$ cat config.mk
export PLATFORM = sky130hd
export DESIGN_NAME = digi_chan_sequencer
export DESIGN_NICKNAME = d
export VERILOG_FILES = /design/src/rtl/digi_chan_sequencer_pkg.sv /design/src/rtl/digi_chan_sequencer_prio_enc.sv /design/src/rtl/digi_chan_sequencer.sv
export SDC_FILE = /design/constraint.sdc
export NUM_CORES = 1
export LEC_CHECK = 0
export BUFFER_PORTS_ARGS = -buffer_cell sky130_fd_sc_hd__buf_2
export CAP_MARGIN = 10
export CORE_AREA = 2 2 107 109
export CTS_CLUSTER_SIZE = 10
export DETAILED_ROUTE_END_ITERATION = 6
export DIE_AREA = 0 0 109 111
export PLACE_DENSITY = 0.83
export REMOVE_ABC_BUFFERS = 1
export SYNTH_ARGS = -nofsm -noshare
export SYNTH_HDL_FRONTEND = slang
export SYNTH_SLANG_ARGS = --single-unit
$ cat constraint.sdc
create_clock -name CK50 -period 2.5 [get_ports CK50]
set_input_delay 0.5 -clock CK50 [delete_from_list [all_inputs] [get_ports CK50]]
set_output_delay 0.5 -clock CK50 [all_outputs]
set_load 0.01 [all_outputs]
$ cat src/rtl/digi_chan_sequencer_pkg.sv
// rtl/digi_chan_sequencer_pkg.sv - shared state encodings, header tag and channel-count limit
package digi_chan_sequencer_pkg;

  typedef enum logic [1:0] {
    ST_IDLE   = 2'd0,
    ST_SELECT = 2'd1,
    ST_HEADER = 2'd2,
    ST_STREAM = 2'd3
  } state_t;

  localparam logic [3:0] HDR_TAG  = 4'hA;
  localparam int         MAX_CHAN = 16;
  localparam int         SEL_W    = 4;

  function automatic bit chan_ok(input int n);
    return (n >= 1) && (n <= MAX_CHAN);
  endfunction

endpackage

$ cat src/rtl/digi_chan_sequencer_prio_enc.sv
// rtl/digi_chan_sequencer_prio_enc.sv - index of the highest set request bit plus an any-set flag
module digi_chan_sequencer_prio_enc
  import digi_chan_sequencer_pkg::*;
#(
  parameter int N = 8
) (
  input  logic [N-1:0]     req,
  output logic [SEL_W-1:0] idx,
  output logic             any
);

  // Ascending scan so the last (highest) set bit wins.
  always_comb begin
    idx = '0;
    any = 1'b0;
    for (int i = 0; i < N; i++) begin
      if (req[i]) begin
        idx = SEL_W'(i);
        any = 1'b1;
      end
    end
  end

endmodule

$ cat src/rtl/digi_chan_sequencer.sv
// rtl/digi_chan_sequencer.sv - EOS-triggered multi-channel readout onto one valid/ready word stream
// Optional per-channel header word when DIGI_SEQ_HEADER_EN is defined.
module digi_chan_sequencer
  import digi_chan_sequencer_pkg::*;
#(
  parameter int CHAN    = 8,
  parameter int WIDTH   = 12,
  parameter int DOUT_W  = 16,
  parameter int CNT_W   = 12,
  parameter int TIMEOUT = 1023
) (
  input  logic                    CK50,
  input  logic                    RST,
  input  logic                    EOS,
  input  logic [CHAN-1:0]         chan_en,
  input  logic [CNT_W-1:0]        how_many,
  input  logic [CHAN*WIDTH-1:0]   ch_data,
  input  logic [CHAN-1:0]         ch_valid,
  input  logic [CHAN-1:0]         ch_done,
  output logic [CHAN-1:0]         ch_rd_req,
  output logic [DOUT_W-1:0]       dout,
  output logic                    dout_valid,
  input  logic                    dout_ready,
  output logic                    busy,
  output logic [15:0]             frame_cnt,
  output logic [CHAN-1:0]         err_mask,
  output logic                    eos_overrun
);

  localparam int TMO_W = $clog2(TIMEOUT + 1);
  localparam logic [TMO_W-1:0] TMO_LAST = TMO_W'(TIMEOUT - 1);
  localparam int PAD = DOUT_W - WIDTH;

  if (!chan_ok(CHAN)) begin : g_chan_range
    $error("CHAN must be in 1..16");
  end

  state_t            state, state_next;
  logic              eos_q;
  logic              eos_edge;
  logic [CHAN-1:0]   pending;
  logic [SEL_W-1:0]  sel;
  logic [SEL_W-1:0]  top_idx;
  logic              top_any;
  logic [CNT_W-1:0]  cnt;
  logic [TMO_W-1:0]  tmo;
  logic [WIDTH-1:0]  sel_data;
  logic              sel_valid;
  logic              sel_done;
  logic [CHAN-1:0]   sel_oh;
  logic              out_free;
  logic              chan_end;
  logic              rd_go;
  logic              xfer;
  logic              hdr_go;
  logic              drop;
  logic              tmo_hit;
  logic [DOUT_W-1:0] sample_word;
  logic [DOUT_W-1:0] hdr_word;

  digi_chan_sequencer_prio_enc #(.N(CHAN)) u_prio (
    .req (pending),
    .idx (top_idx),
    .any (top_any)
  );

  assign eos_edge = EOS & ~eos_q;
  assign busy     = (state != ST_IDLE);
  assign out_free = ~dout_valid | dout_ready;

  always_comb begin
    sel_data  = '0;
    sel_valid = 1'b0;
    sel_done  = 1'b0;
    sel_oh    = '0;
    for (int c = 0; c < CHAN; c++) begin
      if (sel == SEL_W'(c)) begin
        sel_data  = ch_data[c*WIDTH +: WIDTH];
        sel_valid = ch_valid[c];
        sel_done  = ch_done[c];
        sel_oh[c] = 1'b1;
      end
    end
  end

  // Channel is finished once its buffer is dry or the per-channel limit is met.
  assign chan_end    = (sel_done & ~sel_valid) | ((how_many != '0) && (cnt == how_many));
  assign ch_rd_req   = rd_go ? sel_oh : '0;
  assign sample_word = DOUT_W'(sel_data) << PAD;
  assign hdr_word    = {HDR_TAG, sel, frame_cnt[DOUT_W-9:0]};

  always_ff @(posedge CK50) begin
    if (RST) state <= ST_IDLE;
    else     state <= state_next;
  end

  always_comb begin
    state_next = state;
    rd_go      = 1'b0;
    xfer       = 1'b0;
    hdr_go     = 1'b0;
    drop       = 1'b0;
    tmo_hit    = 1'b0;
    case (state)
      ST_IDLE: begin
        if (eos_edge && (chan_en != '0)) state_next = ST_SELECT;
      end
      ST_SELECT: begin
        if (top_any) begin
`ifdef DIGI_SEQ_HEADER_EN
          state_next = ST_HEADER;
`else
          state_next = ST_STREAM;
`endif
        end else if (out_free) begin
          state_next = ST_IDLE;
        end
      end
      ST_HEADER: begin
        if (out_free) begin
          hdr_go     = 1'b1;
          state_next = ST_STREAM;
        end
      end
      ST_STREAM: begin
        if (chan_end) begin
          drop       = 1'b1;
          state_next = ST_SELECT;
        end else if (out_free) begin
          rd_go = 1'b1;
          xfer  = sel_valid;
          if (!sel_valid && (tmo == TMO_LAST)) begin
            tmo_hit    = 1'b1;
            drop       = 1'b1;
            state_next = ST_SELECT;
          end
        end
      end
      default: state_next = ST_IDLE;
    endcase
  end

  // Edge detector starts primed high so a level already present at reset is not an edge.
  always_ff @(posedge CK50) begin
    if (RST) begin
      eos_q       <= 1'b1;
      pending     <= '0;
      sel         <= '0;
      cnt         <= '0;
      tmo         <= '0;
      dout        <= '0;
      dout_valid  <= 1'b0;
      frame_cnt   <= '0;
      err_mask    <= '0;
      eos_overrun <= 1'b0;
    end else begin
      eos_q <= EOS;
      if (eos_edge) begin
        if (state == ST_IDLE) begin
          pending     <= chan_en;
          frame_cnt   <= frame_cnt + 16'd1;
          err_mask    <= '0;
          eos_overrun <= 1'b0;
        end else begin
          eos_overrun <= 1'b1;
        end
      end
      if (state == ST_SELECT) begin
        sel <= top_idx;
        cnt <= '0;
        tmo <= '0;
      end
      if (drop)    pending  <= pending & ~sel_oh;
      if (tmo_hit) err_mask <= err_mask | sel_oh;
      if (xfer) begin
        cnt <= cnt + 1'b1;
        tmo <= '0;
      end else if (rd_go) begin
        tmo <= tmo + 1'b1;
      end
      if (xfer) begin
        dout       <= sample_word;
        dout_valid <= 1'b1;
      end else if (hdr_go) begin
        dout       <= hdr_word;
        dout_valid <= 1'b1;
      end else if (dout_ready) begin
        dout_valid <= 1'b0;
      end
    end
  end

endmodule

### Word-level counts from Yosys, hierarchy flattened

Cells that the tools add are included.

* bits in registers: 79
* word-level logic and storage cells: 149
* input bits: 136
* output and inout bits: 51

* bitwise logic cells: 10
* reductions and logical operators: 22
* muxes and demuxes: 85
* add/sub/neg operators: 3
* equality and inequality tests: 17

Operators with widths (number)
* $mux W12: 10
* $mux W8: 7
* $mux W1: 50
* $mux W16: 2
* $mux W10: 2
* $mux W2: 9
* $add A16 B1 Y16 const B: 1
* $eq A4 B3 Y1 const B: 4
* $reduce_bool A2 Y1: 8
* $add A12 B1 Y12 const B: 1
* $eq A12 B12 Y1: 1
* $mux W3: 4
* $reduce_bool A12 Y1: 1
* $add A10 B1 Y10 const B: 1
* $eq A10 B10 Y1 const B: 1
* $ne A3 B3 Y1 const B: 3
* $and A8 B8 Y8: 1
* $eq A4 B2 Y1 const B: 2
* $not A8 Y8: 1
* $or A8 B8 Y8: 1
* $pmux W2 S4: 1
* $reduce_bool A8 Y1: 1
* $reduce_and A2 Y1: 3
* $reduce_and A5 Y1: 1
* 13 further kinds: 21

### Longest topological paths before layout

Gate-level depths: netlist of the first run.

* depth in word-level cells: 17
* depth in mapped cells: 11

### Cells and area by module

From an unflattened synthesis of the first run, not the netlist that was laid out.

* cells, all modules: 601
* area, all modules: 4838.4 um^2

Modules (own cells, without submodules)
* digi_chan_sequencer: area each 4769.6 um^2, cells each 587, sequential area each 1581.5 um^2, times used 1
* digi_chan_sequencer_prio_enc: area each 68.8 um^2, cells each 14, sequential area each 0.0 um^2, times used 1

### Worst setup path before layout of the first run

Ideal clock, no wire load.

* kind: register to output
* start: register sel[1]
* end: output port ch_rd_req[3]
* stages on the path, launching flop included: 9
* slack: -0.070 ns
* required time: 2.000 ns
* data arrival time: 2.070 ns
* path through: dfxtp_1 > buf_6 > buf_6 > mux2_4 > a222oi_1 > nand2_1 > a211oi_2 > buf_2 > and3_1

* longest elaborated chain between the ends: 15
* elaborated cells on any way between the ends: 31

RTL lines
* start: declaration: RTL line digi_chan_sequencer.sv:42 `logic [SEL_W-1:0] sel;`
* start signal: assignment: RTL line digi_chan_sequencer.sv:169 `sel <= top_idx;`
* $logic_not A4 Y1: RTL line digi_chan_sequencer.sv:77 `if (sel == SEL_W'(c)) begin`
* $mux W1 (8 in series): RTL line digi_chan_sequencer.sv:77
* $not A1 Y1: RTL line digi_chan_sequencer.sv:87 `assign chan_end = (sel_done & ~sel_valid) | ((how_many != '0) && (cnt == how_many));`
* $and A1 B1 Y1: RTL line digi_chan_sequencer.sv:87
* $or A1 B1 Y1: RTL line digi_chan_sequencer.sv:87
* $mux W1: RTL line digi_chan_sequencer.sv:126 `if (chan_end) begin`
* $mux W1: RTL line digi_chan_sequencer.sv:104 `case (state)`
* $mux W8 *: RTL line digi_chan_sequencer.sv:88 `assign ch_rd_req = rd_go ? sel_oh : '0;`
* end: declaration: RTL line digi_chan_sequencer.sv:20 `output logic [CHAN-1:0] ch_rd_req,`

Mark *: on every way between the ends. The rest lies on a longest branch, timed or not.

### Worst setup path in the final report of the first run

* start: register sel[1]
* end: output port ch_rd_req[5]

Same word-level chain as after synthesis.

==> results of run 1 <==
==> metal layers <==
layer / global-route usage [%] / vias to the layer above / wire, um
met2: 43.1 / 229 / 7730
met1: 33.6 / 2540 / 6670
met4: 12.4 / 2 / 489
met5: 0 / - / 13
met3: 4.82 / 44 / 1040
li1: - / 2629 / -
==> per-stage QoR <==
| step | hold WS [ns] | setup TNS (ns) | worst slack, ns | total power [mW] |
|---|---|---|---|---|
| global placement | 0.446 | -1.46 | -0.124 | 2.00 |
| finish | 0.374 | -2.28 | -0.304 | 3.50 |
| detailed placement | 0.454 | -2.36 | -0.187 | 2.02 |
| CTS | 0.362 | -2.79 | -0.243 | 3.50 |
| global route | 0.371 | -3.38 | -0.380 | 3.65 |
| floorplan | 0.447 | -64.99 | -1.34 | 1.71 |
==> cells in the final DEF (no fill, tap or decap), drive strengths merged, types with 17 or more instances in the layout <==
cell    instances
o21ai          26
xnor2          21
dfxtp          78
nand2          73
a31oi          20
a21oi          31
nand3          48
buf           232
nand3b         17
nor2           50
==> worst max path at each step <==
stage	to	slack (ns)	depth (start not counted)
5_1_grt	ch_rd_req[1]	-0.38	6
4_1_cts	ch_rd_req[0]	-0.24	6
3_5_place_dp	tmo[7]	-0.19	8
3_3_place_gp	tmo[7]	-0.12	8
6_report	ch_rd_req[5]	-0.30	8
2_1_floorplan	dout[7]	-1.34	6
==> kinds of logic after synthesis <==
group | Yosys count | share of synthesized area (%)
AND/OR/NAND/NOR | 268 | 28.0
AO/OA/AOI/OAI | 136 | 18.3
flip-flops | 78 | 32.2
buffers and inverters | 60 | 5.35
multiplexers | 32 | 8.99
XOR/XNOR | 28 | 5.06
adder cells (fa/ha/maj) | 8 | 2.07
==> sequential cells by signal (all words and copies together) (netlist names) <==
name,cells
eos_q,1
tmo,10
frame_cnt,16
pending,8
state,2
dout,16
eos_overrun,1
sel,3
cnt,12
dout_valid,1
err_mask,8
==> what timing repair did <==
item | CTS | global route
cloned | 0 | 1
pin swaps | 12 | 4
buffers inserted | 10 | 2
endpoints found under the setup margin | 15 | 31
gates resized for setup | 16 | 11
==> area by class of cell <==
type                            instances  share of cell area [%]
Timing Repair Buffer                  233                    20.3
Antenna cell                            5                   0.189
Clock buffer                           12                    3.88
Tap cell                              143                    2.71
Inverter                               17                   0.966
Clock inverter                          3                    1.02
Multi-Input combinational cell        472                    47.1
Sequential cell                        78                    23.8
==> power by group through the flow <==
stage               combinational [mW]  sequential [mW]  clock (mW)
floorplan                        0.351             1.35           0
global placement                 0.690             1.31           0
detailed placement               0.703             1.31           0
CTS                              0.763             1.29        1.45
global route                     0.843             1.29        1.51
finish                           0.775             1.29        1.43
==> cell usage after synthesis, drive strengths merged, types with 10 or more instances <==
library cell  number  area [um^2]
a21oi             31          155
xnor2             21          184
nand3             48          240
dfxtp             78         1560
nor2              50          188
a211oi            15          118
a31oi             20          125
a311oi            11          103
or3               10         62.6
nand3b            17          128
mux2i             15          150
inv               16         60.1
clkbuf            29          109
buf               14         86.3
nand2             73          274
o21ai             26          130
nor4              10         68.8
==> impl_metrics.yaml, run 1 <==
critical_path:
  r2r-end: "cnt[10]"
  cpLargestDelayFamily: "compound AO/OA/AOI/OAI gates"
  regToRegSetupSlack_ns: 0.04
  path_class: "register to primary output"
  cpMostUsedCell: "buf_4"
  reg2regPathDepth: 9
  crit_path_max_fanout: 16
  cp_cell_sequence: "buf_4 > mux2i_1 > o22ai_1 > a21oi_1 > buf_4 > a211oi_4 > and2_1 > buf_2"
  critical_path_required_ns: 2.00
  cp.arrival_ns: 2.30
  worst_path_max_delay_cell: "dfxtp_4"
  rr_startpoint: "sel[1]"
  critPathMaxStageDelay_ns: 0.39
  crit_path_end_kind: "primary output"
  crit_path_start: "sel[1]"
  crit_buf_inv: 3
  start_kind: "register"
timing:
  rsz0062_at_grt: "true"
  hold_viol: 0
  finalCritPeriodShare_pct: 112
  worst_pin_slew_ns: 0.618
  max_slew_margin_pct: 58.7
  skew_ns: 0.0110
  worst_slack_ns: -0.304
  finalMaxSlewViolations: 0
  period_needed_ns: 2.80
  fmaxAchievable_mhz: 357
  setup_viol: 8
clock_tree:
  clk_latency_ns: 0.33
  clockBufferDepth: 2
  clk_pin_slew_worst_paths_ns: 0.06
  cts_root_buf: "clkbuf_16"
  cts_sinks: 78
  cts_htree_levels: 3
  cts_tree: "done"
  cts_made_buffers: 9
  ctsHoldBuffers: 0
grt:
  grt_use_total_pct: 26.5
  antenna_found_initial: 4
  grt_max_degree: 57
  grt_pass1_vias: 5320
  grt_overflow_total: 0
  grt_pass1_wl_um: 25600
routing:
  drc: 0
  routed-via-count: 5444
  wirelength_um: 15900
  ant_nets: 0
  dr.pass1.iters: 5
  drtIter0Drc: 357
  avgViaCountPerCell: 5.65
  avgRoutedWirePerCell_um: 16.6
floorplan:
  start_util_pct: 43.7
  ios: 187
  die_x_um: 109
  core_um2: 11100
  dieHeight_um: 111
  die_area_um2: 12100
  rows: 39
finish:
  final_util_pct: 59.7
  syn_to_final_growth_pct: 36.4
  seq_area_um2: 1570
  drive_above_1_share_pct: 36.2
  instances_no_fill: 963
  final_cell_area_um2: 6610
  fillers: 986
  multi_input_area_um2: 3110
  final_nets: 955
synth:
  ys_seq_elements: 78
  synth_area_um2: 4840
  synth_cell_types: 58
  syn_inst: 610
  synth_edf_count: 0
  syn-mean-instance-area_um2: 7.94
  synth-main-ff-cell: "dfxtp_1"
  yosys_warnings: 0
  seq_area_frac_synth_pct: 32.2
  synth-async-reset-ratio_pct: 0
worst_hold_path:
  hold_start: "EOS"
  hp-class: "input port to register"
  hold_depth: 2
  whs_endpoint: "eos_q"
outcome:
  status: "finished with violations"
  violations: "negative setup slack"
pwr:
  pwr-share-comb_pct: 22.2
  power_frac_seq_pct: 36.9
  p_int_mw: 2.56
  leakagePower_nw: 2.66
  power_density_nw_per_um2: 529
  vdd_ir_drop_max_v: 0.000298
  net-switching-power_mw: 0.941
  switching_share_pct: 26.9
  clkPwrFrac_pct: 40.9
place:
  place_area_um2: 6100
  placedCellCount: 935
  port_buffers: 186
  gp_congestion: 0.884
  dp_hpwl_um: 11600
flow_run:
  maxCapViolCount: 0
Note: power is estimated with default switching activity, not from simulation.
==> inputs of run 2 (changes only) <==
==> constraint.sdc (replaced) <==
create_clock -name CK50 -period 2.5 [get_ports CK50]
set_input_delay 0.5 -clock CK50 [delete_from_list [all_inputs] [get_ports CK50]]
set_output_delay 0.5 -clock CK50 [all_outputs]
set_load 0.05 [all_outputs]
==> run 2 against run 1 <==
  * The run still ends with negative setup slack left
  * Combinational power grew 5.2%
  * First-iteration DRC count up 42%
  * Hold slack lost 0.0029 ns
  * Critical path type unchanged
  * Largest cell class unchanged
==> impl_metrics.yaml, run 2 (synthesis gave the netlist of run 1 again) <==
timing:
  worst_slack_ns: -0.324
  hold_viol: 0
  fmaxAchievable_mhz: 354
  finalCritPeriodShare_pct: 113
  rsz0062_at_grt: "true"
  max_slew_margin_pct: 57.6
  setup_viol: 8
  finalMaxSlewViolations: 0
  period_needed_ns: 2.82
  skew_ns: 0.0153
  worst_pin_slew_ns: 0.635
finish:
  final_nets: 962
  final_util_pct: 60.3
  mostFrequentLayoutCell: "buf_2"
  antennaDiodeCount: 0
  final_cell_mix: "buf_2, dfxtp_1, nand2_1"
  reg_top3: "dout (16), frame_cnt (16), cnt (12)"
  drive_above_1_share_pct: 36.3
  syn_to_final_growth_pct: 37.9
grt:
  grt_pass1_vias: 5090
  grt_overflow_total: 0
  grt_pass1_wl_um: 25200
  grt_max_degree: 57
  antenna_found_initial: 1
  grt_use_total_pct: 26.3
critical_path:
  crit_path_end_kind: "primary output"
  path_class: "register to primary output"
  rr_startpoint: "sel[2]"
  crit_path_max_fanout: 8
  cp.arrival_ns: 2.32
  start_kind: "register"
  critical_path_required_ns: 2.00
  crit_path_start: "sel[2]"
floorplan:
  core_um2: 11100
  die_x_um: 109
  ios: 187
  rows: 39
  die_area_um2: 12100
  dieHeight_um: 111
  start_util_pct: 43.7
clock_tree:
  cts_root_buf: "clkbuf_16"
  ctsHoldBuffers: 0
  cts_made_buffers: 9
  cts_tree: "done"
  clk_latency_ns: 0.34
  cts_sinks: 78
  clk_pin_slew_worst_paths_ns: 0.07
  cts_htree_levels: 3
  clockBufferDepth: 2
routing:
  dr.pass1.iters: 6
  routed-via-count: 5442
  top_layer_used: "met5"
  wirelength_um: 16100
  dr_wl_met3_um: 1240
  wl_met1_um: 6620
  drtIter0Drc: 506
  avgViaCountPerCell: 5.63
  wl_met2_um: 7760
  drc: 0
  avgRoutedWirePerCell_um: 16.6
  ant_nets: 0
worst_hold_path:
  hold_start: "EOS"
  hp-class: "input port to register"
place:
  place_ws_ns: -0.284
  port_buffers: 186
  gp_congestion: 0.884
  dp_hpwl_um: 11600
pwr:
  leakagePower_nw: 2.69
  vdd_ir_drop_max_v: 0.000314
  finalPower_mw: 3.42
  power_density_nw_per_um2: 511
flow_run:
  maxCapViolCount: 0
outcome:
  violations: "negative setup slack"
  status: "finished with violations"
[run 2: changes by cell type in the layout (fill, tap and decap cells not counted), moves of 4 or more]
cell,change
buf_4,+9
buf_2,-8
diode_2,-5
buf_8,+4
dfxtp_1,+4
[run 2: worst paths after layout]
kind	endpoint	slack, ns	depth (start not counted)
setup / recovery	ch_rd_req[3]	-0.32	8
hold / removal	eos_q	0.37	2
setup reg to reg	cnt[11]	0.02	10
hold reg to reg	dout[1]	0.45	2
[run 2: metal layers]
metal	vias up	GRT usage (%)
li1	2643	-
met3	39	5.88
met1	2528	33.4
met2	230	43.6
met4	2	8.97
met5	-	0
[run 2: power breakdown]
part / leakage (nW) / total (mW) / switching, mW / internal (mW)
Clock: 0.140 / 1.31 / 0.538 / 0.777
Combinational: 1.92 / 0.815 / 0.434 / 0.381
Sequential: 0.631 / 1.29 / 0.0238 / 1.26
Total: 2.69 / 3.42 / 0.996 / 2.42
[run 2: repair_timing]
action,CTS,global route
resized for setup,39,5
setup buffers,4,3
setup endpoints to repair,9,17
pin swaps,7,2
[run 2: cell type report]
class | instances | area [um^2]
Fill cell | 970 | 4400
Multi-Input combinational cell | 472 | 3120
Sequential cell | 78 | 1570
Timing Repair Buffer | 240 | 1460
Clock buffer | 11 | 233
Tap cell | 143 | 179
Inverter | 17 | 63.8
Clock inverter | 5 | 60.1
[run 2: metrics by stage]
step	TNS, ns	std cells	hold WS, ns	cell area (um^2)
final	-2.24	966	0.371	6680
after global routing	-3.23	966	0.370	6680
after CTS	-1.87	964	0.360	6650
after detailed placement	-3.34	944	0.445	6180
after global placement	-2.17	944	0.443	6180
after floorplan	-68.90	567	0.447	4650
[run 2: critical path: stages (launching register included)]
cell and delay, ns:
dfxtp_2 0.34, buf_4 0.16, or2_2 0.33, o22ai_2 0.15, a21oi_2 0.07, buf_4 0.16, a211oi_4 0.36, and3_4 0.27
buf_8 0.14
==> inputs of run 3 (changes only) <==
Settings changed: ABC_AREA set to 1, CORE_AREA 2 2 107 109 to 2 2 108 110, DIE_AREA 0 0 109 111 to 0 0 110 112, PLACE_DENSITY 0.83 to 0.82.
==> run 3 against run 2 <==
  * Maximum frequency grew 7.7%
  * Final cell count increased by 18%
  * Sequential cell count did not move
  * Global-route usage is essentially flat
  * Clock-buffer cell count fell by 2
  * Setup slack better by 0.20 ns
  * Hold slack worse by 0.036 ns
  * Die area up 1.8%
  * The run still ends with negative setup slack left
  * Core utilization is 0.30 points higher
  * Clock power decreased by 4%
  * Non-clock buffer count fell by 4
  * Register-to-register slack improved by 0.15 ns
  * Largest power group is now combinational logic
==> impl_metrics.yaml, run 3 <==
critical_path:
  critical_path_required_ns: 2.00
  critPathMaxStageDelay_ns: 0.38
  regToRegSetupSlack_ns: 0.17
  cpLargestDelayFamily: "simple AND/OR/NAND/NOR gates"
  crit_buf_inv: 1
  cp.arrival_ns: 2.12
  path_class: "register to primary output"
  crit_path_end_kind: "primary output"
  crit_path_max_fanout: 5
  cp_cell_sequence: "nor2_4 > nand2_2 > or2_0 > nand2_1 > nand4_1 > nand2_4 > nand2_4 > nor2_4 > nand2_4 > nor2_2 > buf_6"
  cpMostUsedCell: "nand2_4"
  worst_path_max_delay_cell: "dfxtp_4"
  start_kind: "register"
clock_tree:
  cts_made_buffers: 9
  clockBufferDepth: 2
  ctsHoldBuffers: 0
  cts_root_buf: "clkbuf_16"
  cts_sinks: 78
  clk_pin_slew_worst_paths_ns: 0.07
  clk_latency_ns: 0.35
  cts_htree_levels: 3
  cts_tree: "done"
floorplan:
  ios: 187
  dieHeight_um: 112
  die_x_um: 110
  core_um2: 11200
  start_util_pct: 44.2
  die_area_um2: 12300
  rows: 39
routing:
  wirelength_um: 16900
  ant_nets: 0
  avgRoutedWirePerCell_um: 14.8
  drc: 0
  routed-via-count: 6081
  dr.pass1.iters: 5
  drtIter0Drc: 350
  avgViaCountPerCell: 5.33
timing:
  period_needed_ns: 2.62
  rsz0062_at_grt: "true"
  setup_viol: 8
  finalCritPeriodShare_pct: 105
  max_slew_margin_pct: 66.5
  hold_viol: 0
  worst_pin_slew_ns: 0.502
  setup_tns_ns: -0.866
  skew_ns: 0.0109
  fmaxAchievable_mhz: 381
  worst_slack_ns: -0.122
  finalMaxSlewViolations: 0
synth:
  yosys_warnings: 0
  seq_area_frac_synth_pct: 31.6
  synthMuxAreaShare_pct: 0
  synth-simple-area-share_pct: 41.1
  synth_compound_area_share_pct: 12.5
  synth_top_family_by_area: "simple AND/OR/NAND/NOR gates"
  synth_area_um2: 4940
  ys_seq_elements: 78
  synth-async-reset-ratio_pct: 0
  syn-mean-instance-area_um2: 6.37
  yosys.area_share.adder_pct: 2.03
  synth_cell_types: 37
  synth_top_cell_by_area: "dfxtp_1"
  syn_inst: 775
  synth_most_common_cell: "nand2_1"
  synth_area_leaders: "dfxtp_1, nand2_1, nand3_1"
  synth_edf_count: 0
  synthXorXnorAreaFrac_pct: 3.19
  synth-main-ff-cell: "dfxtp_1"
  yosysTopAreaCellShare_pct: 31.6
  synth_common_cells: "nand2_1, nor2_1, nand3_1, inv_1, dfxtp_1"
pwr:
  power_density_nw_per_um2: 789
  vdd_ir_drop_max_v: 0.000568
  leakagePower_nw: 3.13
place:
  place_ws_ns: -0.0169
  gp_congestion: 0.948
  placedCellCount: 1111
  dp_hpwl_um: 12300
  port_buffers: 186
finish:
  syn_to_final_growth_pct: 37.1
  antennaDiodeCount: 0
  final_cell_mix: "buf_2, nand2_1, nand3_1"
  drive_above_1_share_pct: 30.0
  mostFrequentLayoutCell: "buf_2"
  instances_no_fill: 1140
  fillers: 1012
  final_nets: 1136
  reg_top3: "dout (16), frame_cnt (16), cnt (12)"
worst_hold_path:
  hp-class: "input port to register"
grt:
  grt_pass1_vias: 5532
  grt_use_total_pct: 26.3
  antenna_found_initial: 0
  grt_max_degree: 30
  grt_overflow_total: 0
  grt_pass1_wl_um: 25500
outcome:
  status: "finished with violations"
  violations: "negative setup slack"
flow_run:
  maxCapViolCount: 0
-- run 3: cell count changes after synthesis, moves of 12 or more --
cell	before	now
inv_1	16	79
xnor2_1	21	9
a31oi_1	20	1
a211oi_1	14	0
nand4_1	9	26
nand3_1	48	90
nand2_1	73	179
a21oi_1	31	70
nor2_1	50	95
mux2i_1	15	0
-- run 3: what timing repair did --
action                     in CTS  in global routing
gates cloned                    2                  0
buffers inserted                6                  5
setup endpoints to repair      13                 44
resized for setup              43                 13
pin swaps                       9                  6
-- run 3: logic make-up (layout without fill, tap and decap cells) --
group | Yosys count | count (layout)
simple gates | 438 | 439
buf+inv | 118 | 339
compound gates | 115 | 115
flops | 78 | 78
xor+xnor | 18 | 18
fa+ha+maj | 8 | 8
-- run 3: routing by layer --
metal	up-vias	GRT usage [%]	share of wire, %
met4	0	14.5	4.6
met2	275	46.7	49
met1	2753	29.6	39
met5	-	0	0
met3	61	3.63	7.7
li1	2992	-	-
-- run 3: worst paths after layout --
kind / start / to / cells past startpoint
hold reg to reg: dout[3] / dout[3] / 2
setup / recovery: sel[0] / ch_rd_req[5] / 11
hold / removal: EOS / eos_q / 3
setup reg to reg: sel[2] / tmo[7] / 18
-- run 3: worst register-to-register path, cell delays in order (launching register included) --
cell and delay [ns]:
dfxtp_4 0.38, inv_6 0.05, buf_6 0.11, nor3_4 0.20
inv_2 0.07, or2_1 0.21, nand2_1 0.06, nand2_1 0.06
nand2_2 0.09, nand2_4 0.07, nand2_4 0.08, nor2_4 0.06
nand2_4 0.13, buf_4 0.13, buf_4 0.10, buf_4 0.09
buf_4 0.16, nand3_1 0.09, a21oi_1 0.14
-- run 3: report_power, final --
part | switching [mW] | total [mW] | internal, mW | leakage, nW
clock network | 0.576 | 1.26 | 0.684 | 0.134
logic | 1.71 | 2.64 | 0.929 | 2.36
registers | 0.102 | 1.44 | 1.34 | 0.633
total | 2.39 | 5.35 | 2.96 | 3.13
-- run 3: layout make-up --
| class | count | area (um^2) | area share (%) |
|---|---|---|---|
| Clock buffer | 9 | 225 | 3.32 |
| Tap cell | 143 | 179 | 2.64 |
| Timing Repair inverter | 1 | 3.75 | 0.0554 |
| Timing Repair Buffer | 236 | 1400 | 20.6 |
| Multi-Input combinational cell | 580 | 3000 | 44.3 |
| Inverter | 86 | 335 | 4.95 |
| Clock inverter | 7 | 57.6 | 0.850 |
| Sequential cell | 78 | 1570 | 23.2 |
-- run 3: metrics by stage --
stage          power, mW  hold slack (ns)  utilization [%]  instance area [um^2]
6_report            5.35            0.335             60.6                  6770
5_1_grt             5.65            0.375             60.6                  6770
4_1_cts             5.22            0.330             59.8                  6690
3_5_place_dp        3.79            0.459             55.5                  6200
3_3_place_gp        3.77            0.454             55.5                  6200
2_1_floorplan       2.91            0.473                -                  4790
